File: src/rtl/enable_seq_pkg.sv
`default_nettype none
// ============================================================================
//  Module   : enable_seq_pkg
//  Purpose  : Shared types and constants for the staged enable sequencer:
//             FSM state encoding, default counter width and the helper that
//             sizes the stage index.
//  Ports    : none (package)
//  Config   : ENSEQ_TIMEOUT_EN makes ST_ERROR reachable in enable_sequencer
//  Revision : 1.0 - initial release
// ============================================================================
package enable_seq_pkg;

    localparam int DEFAULT_CNT_W      = 16;
    localparam int DEFAULT_NUM_STAGES = 4;

    // Width of a stage index; never narrower than one bit.
    function automatic int stage_idx_w(input int n);
        return (n < 2) ? 1 : $clog2(n);
    endfunction

    localparam int DEFAULT_IDX_W = stage_idx_w(DEFAULT_NUM_STAGES);

    typedef enum logic [2:0] {
        ST_IDLE     = 3'd0,
        ST_WAIT_DLY = 3'd1,
        ST_WAIT_RDY = 3'd2,
        ST_UP       = 3'd3,
        ST_DOWN     = 3'd4,
        ST_ERROR    = 3'd5
    } enable_seq_state_e;

endpackage
`default_nettype wire

File: src/rtl/enable_sequencer_seq_tick_counter.sv
`default_nettype none
// ============================================================================
//  Module   : seq_tick_counter
//  Purpose  : Saturating timebase-tick counter with equality compare. Shared
//             by the stage delay and the ready timeout.
//  Ports    : clk     - system clock
//             rst_n   - synchronous active-low reset
//             clear   - zero the count (wins over tick)
//             tick    - single-cycle timebase pulse
//             compare - value the count is matched against
//             match   - count equals compare (combinational)
//  Revision : 1.0 - initial release
// ============================================================================
module seq_tick_counter #(
    parameter int CNT_W = 16
) (
    input  logic             clk,
    input  logic             rst_n,
    input  logic             clear,
    input  logic             tick,
    input  logic [CNT_W-1:0] compare,
    output logic             match
);

    logic [CNT_W-1:0] count;

    always_ff @(posedge clk) begin
        if (!rst_n) begin
            count <= '0;
        end else if (clear) begin
            count <= '0;
        end else if (tick && (count != {CNT_W{1'b1}})) begin
            // Holds at all-ones instead of wrapping back to a small value.
            count <= count + 1'b1;
        end
    end

    assign match = (count == compare);

endmodule
`default_nettype wire

File: src/rtl/enable_sequencer.sv
`default_nettype none
// ============================================================================
//  Module   : enable_sequencer
//  Purpose  : Staged power-up / power-down controller. Releases NUM_STAGES
//             enables in order, each after a per-stage tick delay and only
//             once the previous stage reports ready; shuts down in reverse.
//  Ports    : clk_i         - system clock
//             rst_ni        - synchronous active-low reset
//             tick_i        - timebase pulse, synchronous to clk_i
//             start_i       - level, begin power-up
//             stop_i        - level, power-down / abort / clear error
//             delay_i       - per-stage delay, stage k at [k*CNT_W +: CNT_W]
//             stage_ready_i - per-stage ready acknowledge
//             timeout_i     - ready timeout in ticks, 0 disables
//             enable_o      - sequenced enables
//             busy_o        - sequencing or shutting down
//             done_o        - all stages enabled and ready
//             error_o       - a stage failed to report ready
//             err_stage_o   - index of the failing stage
//  Config   : ENSEQ_TIMEOUT_EN adds timeout_i, error_o, err_stage_o and the
//             ERROR state; without it WAIT_RDY waits indefinitely.
//  Revision : 1.0 - initial release
// ============================================================================
module enable_sequencer
    import enable_seq_pkg::*;
#(
    parameter int NUM_STAGES = DEFAULT_NUM_STAGES,
    parameter int CNT_W      = DEFAULT_CNT_W,
    localparam int IDX_W     = stage_idx_w(NUM_STAGES)
) (
    input  logic                        clk_i,
    input  logic                        rst_ni,
    input  logic                        tick_i,
    input  logic                        start_i,
    input  logic                        stop_i,
    input  logic [NUM_STAGES*CNT_W-1:0] delay_i,
    input  logic [NUM_STAGES-1:0]       stage_ready_i,
    output logic [NUM_STAGES-1:0]       enable_o,
    output logic                        busy_o,
    output logic                        done_o
`ifdef ENSEQ_TIMEOUT_EN
    ,
    input  logic [CNT_W-1:0]            timeout_i,
    output logic                        error_o,
    output logic [IDX_W-1:0]            err_stage_o
`endif
);

    localparam logic [IDX_W-1:0] LAST_K = IDX_W'(NUM_STAGES - 1);

    enable_seq_state_e state;
    logic [IDX_W-1:0]  k;
    logic [IDX_W-1:0]  k_dec;
    logic [CNT_W-1:0]  dly_arr [NUM_STAGES];
    logic [CNT_W-1:0]  dly_k;
    logic [CNT_W-1:0]  cmp_val;
    logic              rdy_k;
    logic              cnt_clear;
    logic              cnt_match;
    logic              tmo_hit;

    for (genvar i = 0; i < NUM_STAGES; i++) begin : g_dly_unpack
        assign dly_arr[i] = delay_i[i*CNT_W +: CNT_W];
    end

    assign dly_k = dly_arr[k];
    assign rdy_k = stage_ready_i[k];
    assign k_dec = k - 1'b1;

`ifdef ENSEQ_TIMEOUT_EN
    // One counter serves both jobs: it times the ready wait in WAIT_RDY and
    // the stage delay everywhere else.
    assign cmp_val = (state == ST_WAIT_RDY) ? timeout_i : dly_k;
    assign tmo_hit = (timeout_i != '0) && cnt_match;
`else
    assign cmp_val = dly_k;
    assign tmo_hit = 1'b0;
`endif

    // The counter must restart from zero on every edge that moves to a new
    // state or stage, so that a delay of 0 spends exactly one cycle waiting.
    always_comb begin
        cnt_clear = 1'b1;
        case (state)
            ST_WAIT_DLY: cnt_clear = stop_i || cnt_match;
            ST_WAIT_RDY: cnt_clear = stop_i || rdy_k || tmo_hit;
            ST_DOWN:     cnt_clear = cnt_match;
            default:     cnt_clear = 1'b1;
        endcase
    end

    seq_tick_counter #(
        .CNT_W (CNT_W)
    ) u_tick_counter (
        .clk     (clk_i),
        .rst_n   (rst_ni),
        .clear   (cnt_clear),
        .tick    (tick_i),
        .compare (cmp_val),
        .match   (cnt_match)
    );

    always_ff @(posedge clk_i) begin
        if (!rst_ni) begin
            state    <= ST_IDLE;
            k        <= '0;
            enable_o <= '0;
            busy_o   <= 1'b0;
            done_o   <= 1'b0;
`ifdef ENSEQ_TIMEOUT_EN
            error_o     <= 1'b0;
            err_stage_o <= '0;
`endif
        end else begin
            case (state)
                ST_IDLE: begin
                    if (start_i && !stop_i) begin
                        state  <= ST_WAIT_DLY;
                        k      <= '0;
                        busy_o <= 1'b1;
                    end
                end

                ST_WAIT_DLY: begin
                    if (stop_i) begin
                        // enable_o[k] is not on yet: shutdown starts below k.
                        if (k == '0) begin
                            state  <= ST_IDLE;
                            busy_o <= 1'b0;
                        end else begin
                            state           <= ST_DOWN;
                            k               <= k_dec;
                            enable_o[k_dec] <= 1'b0;
                        end
                    end else if (cnt_match) begin
                        state       <= ST_WAIT_RDY;
                        enable_o[k] <= 1'b1;
                    end
                end

                ST_WAIT_RDY: begin
                    if (stop_i) begin
                        state       <= ST_DOWN;
                        enable_o[k] <= 1'b0;
                    end else if (rdy_k) begin
                        if (k == LAST_K) begin
                            state  <= ST_UP;
                            busy_o <= 1'b0;
                            done_o <= 1'b1;
                        end else begin
                            state <= ST_WAIT_DLY;
                            k     <= k + 1'b1;
                        end
                    end
`ifdef ENSEQ_TIMEOUT_EN
                    else if (tmo_hit) begin
                        state       <= ST_ERROR;
                        enable_o    <= '0;
                        busy_o      <= 1'b0;
                        error_o     <= 1'b1;
                        err_stage_o <= k;
                    end
`endif
                end

                ST_UP: begin
                    if (stop_i) begin
                        state            <= ST_DOWN;
                        k                <= LAST_K;
                        enable_o[LAST_K] <= 1'b0;
                        busy_o           <= 1'b1;
                        done_o           <= 1'b0;
                    end
                end

                ST_DOWN: begin
                    if (cnt_match) begin
                        if (k == '0) begin
                            state  <= ST_IDLE;
                            busy_o <= 1'b0;
                        end else begin
                            k               <= k_dec;
                            enable_o[k_dec] <= 1'b0;
                        end
                    end
                end

`ifdef ENSEQ_TIMEOUT_EN
                ST_ERROR: begin
                    if (stop_i) begin
                        state       <= ST_IDLE;
                        error_o     <= 1'b0;
                        err_stage_o <= '0;
                    end
                end
`endif

                default: begin
                    state    <= ST_IDLE;
                    k        <= '0;
                    enable_o <= '0;
                    busy_o   <= 1'b0;
                    done_o   <= 1'b0;
                end
            endcase
        end
    end

endmodule
`default_nettype wire

File: config.mk
export PLATFORM = sky130hd
export DESIGN_NAME = enable_sequencer
export DESIGN_NICKNAME = d
export VERILOG_FILES = /design/src/rtl/enable_seq_pkg.sv /design/src/rtl/enable_sequencer_seq_tick_counter.sv /design/src/rtl/enable_sequencer.sv
export SDC_FILE = /design/constraint.sdc
export NUM_CORES = 1
export LEC_CHECK = 0
export BUFFER_PORTS_ARGS = -buffer_cell sky130_fd_sc_hd__clkbuf_2
export CAP_MARGIN = 30
export CORE_ASPECT_RATIO = 2
export CORE_MARGIN = 2
export CORE_UTILIZATION = 46
export DETAILED_ROUTE_END_ITERATION = 16
export PLACE_DENSITY = 0.77
export SYNTH_ARGS = -nofsm -noshare
export SYNTH_HDL_FRONTEND = slang
export SYNTH_SLANG_ARGS = --single-unit
File: constraint.sdc
create_clock -name clk_i -period 2.3 [get_ports clk_i]
set_clock_uncertainty 0.1 [all_clocks]
set_input_delay 0.115 -clock clk_i [delete_from_list [all_inputs] [get_ports clk_i]]
set_output_delay 0.115 -clock clk_i [all_outputs]
set_load 0.005 [all_outputs]
==> reports/qor.csv, run 1 <==
stage;metric;value;unit
cells_and_area;num-fill-cells;399;
worst_hold_path;worst_hold_startpoint;rst_ni;
route;wire_per_inst;18.36;µm
cts;htree_levels;1;
critical_path;arrival;2920;ps
place;dpl-instance-area;0.002942;mm²
synthesis;yosys.cell_count.top_type;nor2_1;
sta;period_share;122.0;%
critical_path;critPathBufInv;3;
worst_hold_path;hp-class;in2reg;
power;p_seq_share;39.0;%
place;numPortBuffers;78;
worst_hold_path;holdPathStages;3;
outcome;violations;setup timing;
floorplan;fp.dieH;103.4;µm
critical_path;critPathTopFamily;compound AO/OA/AOI/OAI gates;
synthesis;ys.flop_type;dfxtp_1;
global_routing;grt_util_met1;26.07;%
sta;max_slew_margin;67.13;%
global_routing;grt_overflow;0;
critical_path;regToRegEndpoint;k[0]$_SDFFE_PN0P_;
critical_path;startpoint_type;flip-flop;
synthesis;synth_common_cells;41 x nor2_1, 27 x dfxtp_1, 23 x xnor2_1;
critical_path;worstSetupPathType;reg2reg;
synthesis;synthCells;263;
critical_path;r2r_cells;10;
sta;fmax;356.5;MHz
global_routing;antenna_found_initial;0;
power;p_leak;1.304;nW
global_routing;grt_pass1_vias;2577;
critical_path;critPathMaxFanout;7;
synthesis;ys_top_cells_by_area;dfxtp_1 24%, mux4_2 17%, xnor2_1 8.9%, nor2_1 6.8%, a21oi_1 3.3%;
worst_hold_path;hold_end;done_o$_SDFFE_PN0P_;
synthesis;synthAdderAreaFrac;2.755;%
route;totalWireLength;7821;µm
synthesis;syn_area;0.002271;mm²
cells_and_area;final_nets;448;
place;gp_routability_congestion;0.9996;
route;avgViaCountPerCell;6.031;
global_routing;grt_pass1_wl;11700;µm
sta;hold_viol_final;0;
critical_path;path_cells;buf_12, buf_8, mux4_2, xnor2_2, nand4_1, nor4_4, buf_6, o211ai_1, a21oi_1, o221a_1;
floorplan;core;0.004820;mm²
synthesis;ys_seq_area_share;23.80;%
cts;clock_sinks;27;
synthesis;async_reset_ff_share;0;%
global_routing;grt_max_degree;24;
sta;setup_ws;-505.1;ps
power;p_sw;0.0003902;W
critical_path;timing.critical_path.slowest_stage_cell;mux4_2;
floorplan;boundaryPins;79;
cells_and_area;final_cells;426;
synthesis;yosys.area.top_type;dfxtp_1;
synthesis;synth_edf_count;0;
floorplan;placementRows;36;
cells_and_area;stdcell_area;0.003186;mm²
critical_path;crit_path_end_kind;flip-flop;
sta;slew_viol_final;0;
synthesis;syn_avg_cell_area;8.635;µm²
power;swShare;31.19;%
critical_path;cp_slowest_stage_delay;520;ps
route;dr.pass1.iters;4;
power;intPower;0.0008609;W
synthesis;synth_top_area_share;23.80;%
global_routing;grtUsageMet3;1.724;%
sta;rsz0062_at_grt;yes;
synthesis;synthMuxAreaShare;18.62;%
global_routing;busiest_layer;met2;
sta;hold_ws;64.52;ps
sta;tightest_slew;488.9;ps
sta;setup_violations;26;
critical_path;regToRegSetupSlack;-510;ps
global_routing;grt_use_met2;57.13;%
synthesis;synth_compound_area_share;17.58;%
global_routing;grt.total_usage;28.82;%
floorplan;dieArea;0.005549;mm²
cts;clk_latency;270;ps
sta;period_needed;2805;ps
route;first_iter_violations;66;
synthesis;yosys_warnings;0;
route;route.antenna.remaining_nets;0;
cts;cts.clk_slew.worst_paths;100;ps
power;power_frac_comb;38.7;%
cts;cts_root_buf;clkbuf_8;
floorplan;die_w;53.68;µm
cts;clk_path_buf_depth;2;
route;drc;0;
cts;hold_buffers;0;
flow_run;drv_cap;0;
synthesis;synth_xor_area_share;11.57;%
synthesis;synth_nets;341;
synthesis;yosysUniqueCellTypes;50;
floorplan;start_util;47.12;%
place;hpwlAfterDp;6150;µm
power;p_clk_share;22.2;%
synthesis;yosys.area_share.simple;20.99;%
cts;numCtsBuffers;3;
critical_path;r2r_start;k[0]$_SDFFE_PN0P_;
critical_path;cp.depth;10;
place;dp_cells;411;
cells_and_area;drive_gt1_share;43.90;%
synthesis;synth_top_family_by_area;simple AND/OR/NAND/NOR gates;
outcome;run_status;finished with violations;
cells_and_area;antenna_cells;0;
route;dr_total_vias;2569;
cells_and_area;synthToLayoutAreaGrowth;40.28;%
critical_path;required;2420;ps
synthesis;synth_seq_cells;27;
cells_and_area;utilization;66.10;%
power;power_density;392.7;mW/mm²
power;peakVddDrop;268.8;µV
cts;cts_tree;done;
-- power groups by stage --
stage / clock network [W] / registers [W] / logic (W)
after detailed placement: 0 / 0.000499 / 0.000430
after global routing: 0.000306 / 0.000490 / 0.000519
final: 0.000278 / 0.000488 / 0.000485
after CTS: 0.000289 / 0.000488 / 0.000445
after floorplan: 0 / 0.000494 / 0.000269
after global placement: 0 / 0.000499 / 0.000421
-- flip-flops by register name, summed over array words and instances, names as in the netlist --
signal	count
enable_o	4
done_o	1
state	3
busy_o	1
k	2
u_tick_counter.count	16
-- cells by family (layout without fill, tap and decap cells) --
| kind of cell | count (synthesis) | in the layout |
|---|---|---|
| flops | 27 | 27 |
| simple gates | 98 | 98 |
| fa+ha+maj | 5 | 5 |
| compound gates | 58 | 58 |
| buf+inv | 24 | 130 |
| mux | 21 | 21 |
| xor+xnor | 30 | 30 |
-- cells in the final DEF, fill, tap and decap left out, types with 2 or more instances in the layout --
master,instances
clkbuf_2,78
nor2_1,41
buf_4,32
dfxtp_1,26
mux4_2,17
xnor2_1,16
nand2_1,15
a21oi_1,15
o21ai_0,10
inv_1,7
xnor2_2,7
nand4_1,7
nand3_1,7
xor2_1,7
nor2b_1,6
nor3_1,5
ha_1,5
or2_2,4
o22ai_1,4
mux2i_1,4
buf_12,4
o211ai_1,3
a211oi_2,3
clkbuf_8,3
buf_6,3
and4_1,2
nand2b_1,2
a2bb2oi_1,2
o31ai_1,2
o32a_1,2
-- stage by stage --
step,TNS (ps),setup WS [ps],power [W]
floorplan,-800.7,-113.7,0.0007632
global placement,-5275,-276.7,0.0009197
detailed placement,-6429,-336.2,0.0009297
CTS,-7050,-355.5,0.001222
global route,-12920,-567.1,0.001315
finish,-10600,-505.1,0.001251
-- timing repair --
action	in CTS	in global routing
endpoints found under the hold margin	0	0
setup buffers	4	7
gates cloned	0	1
pin swaps	10	13
endpoints found under the setup margin	26	26
gates resized for setup	4	13
-- per-layer routing --
metal / up-vias / part of all wire, %
met5: - / 0
met4: 0 / 7.0
met3: 37 / 3.8
met2: 106 / 58
met1: 1244 / 31
li1: 1182 / -
-- worst max-delay path by stage --
stage          slack (ps)                     to               from
3_5_place_dp         -340      k[0]$_SDFFE_PN0P_  k[0]$_SDFFE_PN0P_
2_1_floorplan        -110  state[0]$_SDFFE_PN0P_  k[0]$_SDFFE_PN0P_
3_3_place_gp         -280      k[0]$_SDFFE_PN0P_  k[0]$_SDFFE_PN0P_
6_report             -510      k[0]$_SDFFE_PN0P_  k[0]$_SDFFE_PN0P_
5_1_grt              -570      k[0]$_SDFFE_PN0P_  k[0]$_SDFFE_PN0P_
4_1_cts              -360      k[0]$_SDFFE_PN0P_  k[0]$_SDFFE_PN0P_
-- worst min-delay path, delay by kind of cell --
kind          cells  cell delay [ps]
simple gates      2              130
buf+inv           1              160
-- area by class of cell --
cell class                      count  area (µm²)  area share (%)
Multi-Input combinational cell    212        1713           53.77
Timing Repair Buffer              119       784.5           24.63
Sequential cell                    27       544.3           17.09
Tap cell                           57       71.32           2.239
Clock buffer                        3       41.29           1.296
Inverter                            7       26.28          0.8248
Clock inverter                      1       5.005          0.1571
(Power assumes the default switching activity.)
==> run 2: changes to the inputs <==
Settings changed: GPL_TIMING_DRIVEN set to 0, SKIP_LAST_GASP set to 1.
==> run 2 against run 1 <==
Net effect:
- the run still ends with setup timing left
- clock power hardly changed
- combinational power shrank 5.8%
- via count down 4.5%
- critical path depth shrank 1
- utilization is 2.0 points lower
- worst hold slack better by 9.4 ps
- sequential power about the same
- final area shrank 3.0%
==> reports/qor.csv, run 2 (synthesized netlist as in run 1, its figures left out) <==
stage;metric;value;unit
critical_path;worstSetupPathType;reg2reg;
floorplan;fp.dieH;103.4;µm
critical_path;endpoint;k[0]$_SDFFE_PN0P_;
sta;setup_ws;-551.0;ps
place;numPortBuffers;77;
critical_path;worstSetupStartpoint;k[0]$_SDFFE_PN0P_;
sta;setup_violations;26;
floorplan;boundaryPins;79;
critical_path;critPathBufInv;2;
worst_hold_path;hp-class;in2reg;
cts;clock_sinks;27;
sta;finalSetupTns;-12190;ps
floorplan;core;0.004820;mm²
power;peakVddDrop;359.4;µV
route;totalWireLength;7612;µm
critical_path;regToRegEndpoint;k[0]$_SDFFE_PN0P_;
cells_and_area;mostFrequentLayoutCells;78 x clkbuf_2, 40 x nor2_1, 25 x dfxtp_1;
critical_path;cp_slowest_stage_delay;530;ps
sta;max_slew_margin;58.88;%
cells_and_area;antenna_cells;0;
sta;slew_viol_final;0;
critical_path;path_cells;buf_12, mux4_2, xnor2_2, nand4_1, nor4_4, buf_4, o211ai_1, a21oi_1, o221a_1;
route;drc;0;
critical_path;r2r_start;k[0]$_SDFFE_PN0P_;
floorplan;die_w;53.68;µm
critical_path;critPathMaxFanout;7;
floorplan;start_util;47.12;%
power;p_leak;1.196;nW
global_routing;antenna_found_initial;0;
cells_and_area;num-fill-cells;417;
outcome;violations;setup timing;
cells_and_area;reg.largest.list;u_tick_counter.count x16, enable_o x4, state x3;
critical_path;critPathTopFamily;simple AND/OR/NAND/NOR gates;
route;avgViaCountPerCell;5.911;
sta;hold_viol_final;0;
sta;fmax;350.8;MHz
critical_path;startpoint_type;flip-flop;
route;dr_wl_met2;4525;µm
route;route.antenna.remaining_nets;0;
place;hpwlAfterDp;5818;µm
sta;rsz0062_at_grt;yes;
cts;numCtsBuffers;3;
cells_and_area;largest_register;u_tick_counter.count;
cells_and_area;synthToLayoutAreaGrowth;36.09;%
global_routing;grt_pass1_vias;2508;
sta;period_share;124.0;%
sta;tightest_slew;613.1;ps
floorplan;placementRows;36;
cts;clk_latency;280;ps
cts;cts.clk_slew.worst_paths;100;ps
cells_and_area;final_nets;437;
cells_and_area;largest_reg_flops;16;
place;gp_routability_congestion;0.9863;
critical_path;regToRegSetupSlack;-550;ps
global_routing;grt_overflow;0;
cells_and_area;drive_gt1_share;40.50;%
cts;cts_tree;done;
critical_path;required;2420;ps
cts;clk_path_buf_depth;2;
sta;period_needed;2851;ps
route;drt-met1-wl;2448;µm
cts;hold_buffers;0;
cells_and_area;stdcell_area;0.003090;mm²
global_routing;grt.total_usage;28.10;%
power;total_power;0.001222;W
worst_hold_path;holdPathStages;3;
outcome;run_status;finished with violations;
global_routing;grt_max_degree;15;
critical_path;arrival;2970;ps
critical_path;cp.depth;9;
route;first_iter_violations;73;
cells_and_area;mostFrequentLayoutCell;clkbuf_2;
route;dr_total_vias;2453;
sta;hold_ws;73.92;ps
critical_path;r2r_cells;9;
place;place_ws;-698.7;ps
route;dr.pass1.iters;4;
cts;htree_levels;1;
floorplan;dieArea;0.005549;mm²
global_routing;grt_pass1_wl;11430;µm
route;wire_per_inst;18.34;µm
route;highest_layer;met4;
flow_run;drv_cap;0;
power;power_density;395.4;mW/mm²
place;dpl-instance-area;0.002764;mm²
critical_path;timing.critical_path.slowest_stage_cell;mux4_2;
critical_path;crit_path_end_kind;flip-flop;
route;met3WireLength;287;µm
cts;cts_root_buf;clkbuf_8;
## run 2: cell count changes in the layout (fill, tap and decap cells not counted), moves of 2 or more
| cell | delta |
|---|---|
| a21oi_1 | -2 |
| buf_6 | +6 |
| a21oi_2 | +2 |
| buf_4 | -25 |
| clkbuf_1 | +11 |
## run 2: timing repair
item / in CTS / in global routing
cloned: 2 / 0
buffers inserted: 13 / 0
pin swaps: 8 / 9
endpoints found under the setup margin: 26 / 27
resized for setup: 22 / 12
## run 2: how the worst min path moves through the flow
stage / from / to
finish: rst_ni / done_o$_SDFFE_PN0P_
global route: rst_ni / done_o$_SDFFE_PN0P_
CTS: rst_ni / done_o$_SDFFE_PN0P_
detailed placement: rst_ni / done_o$_SDFFE_PN0P_
global placement: done_o$_SDFFE_PN0P_ / done_o$_SDFFE_PN0P_
floorplan: rst_ni / done_o$_SDFFE_PN0P_
## run 2: layout make-up
class,instances,area [µm²],share of cell area (%)
Buffer,17,127.6,4.130
Clock buffer,4,45.04,1.457
Inverter,7,26.28,0.8502
Multi-Input combinational cell,212,1740,56.32
Sequential cell,27,545.5,17.65
Tap cell,57,71.32,2.308
Timing Repair Buffer,91,534.3,17.29
## run 2: power breakdown
| group | internal [W] | total, W | switching, W |
|---|---|---|---|
| logic | 0.000239 | 0.000457 | 0.000218 |
| registers | 0.000477 | 0.000486 | 0.00000976 |
| clock network | 0.000124 | 0.000279 | 0.000154 |
## run 2: worst reg2reg max path, delay by kind of cell (launching register included)
kind	cells	cell delay, ps
AO/OA/AOI/OAI	3	590
XOR/XNOR	1	160
buffers and inverters	2	320
flip-flops	1	420
multiplexers	1	530
AND/OR/NAND/NOR	2	670
## run 2: layer usage
layer / track usage [%] / up-vias
li1: - / 1160
met1: 25.00 / 1172
met2: 56.66 / 90
met3: 3.305 / 31
met4: 14.20 / 0
met5: 0 / -
## run 2: through the flow
stage / utilization [%] / instances
after detailed placement: 57.35 / 397
after global placement: 57.35 / 397
after CTS: 63.45 / 416
final: 64.12 / 415
after floorplan: - / 263
after global routing: 64.12 / 415
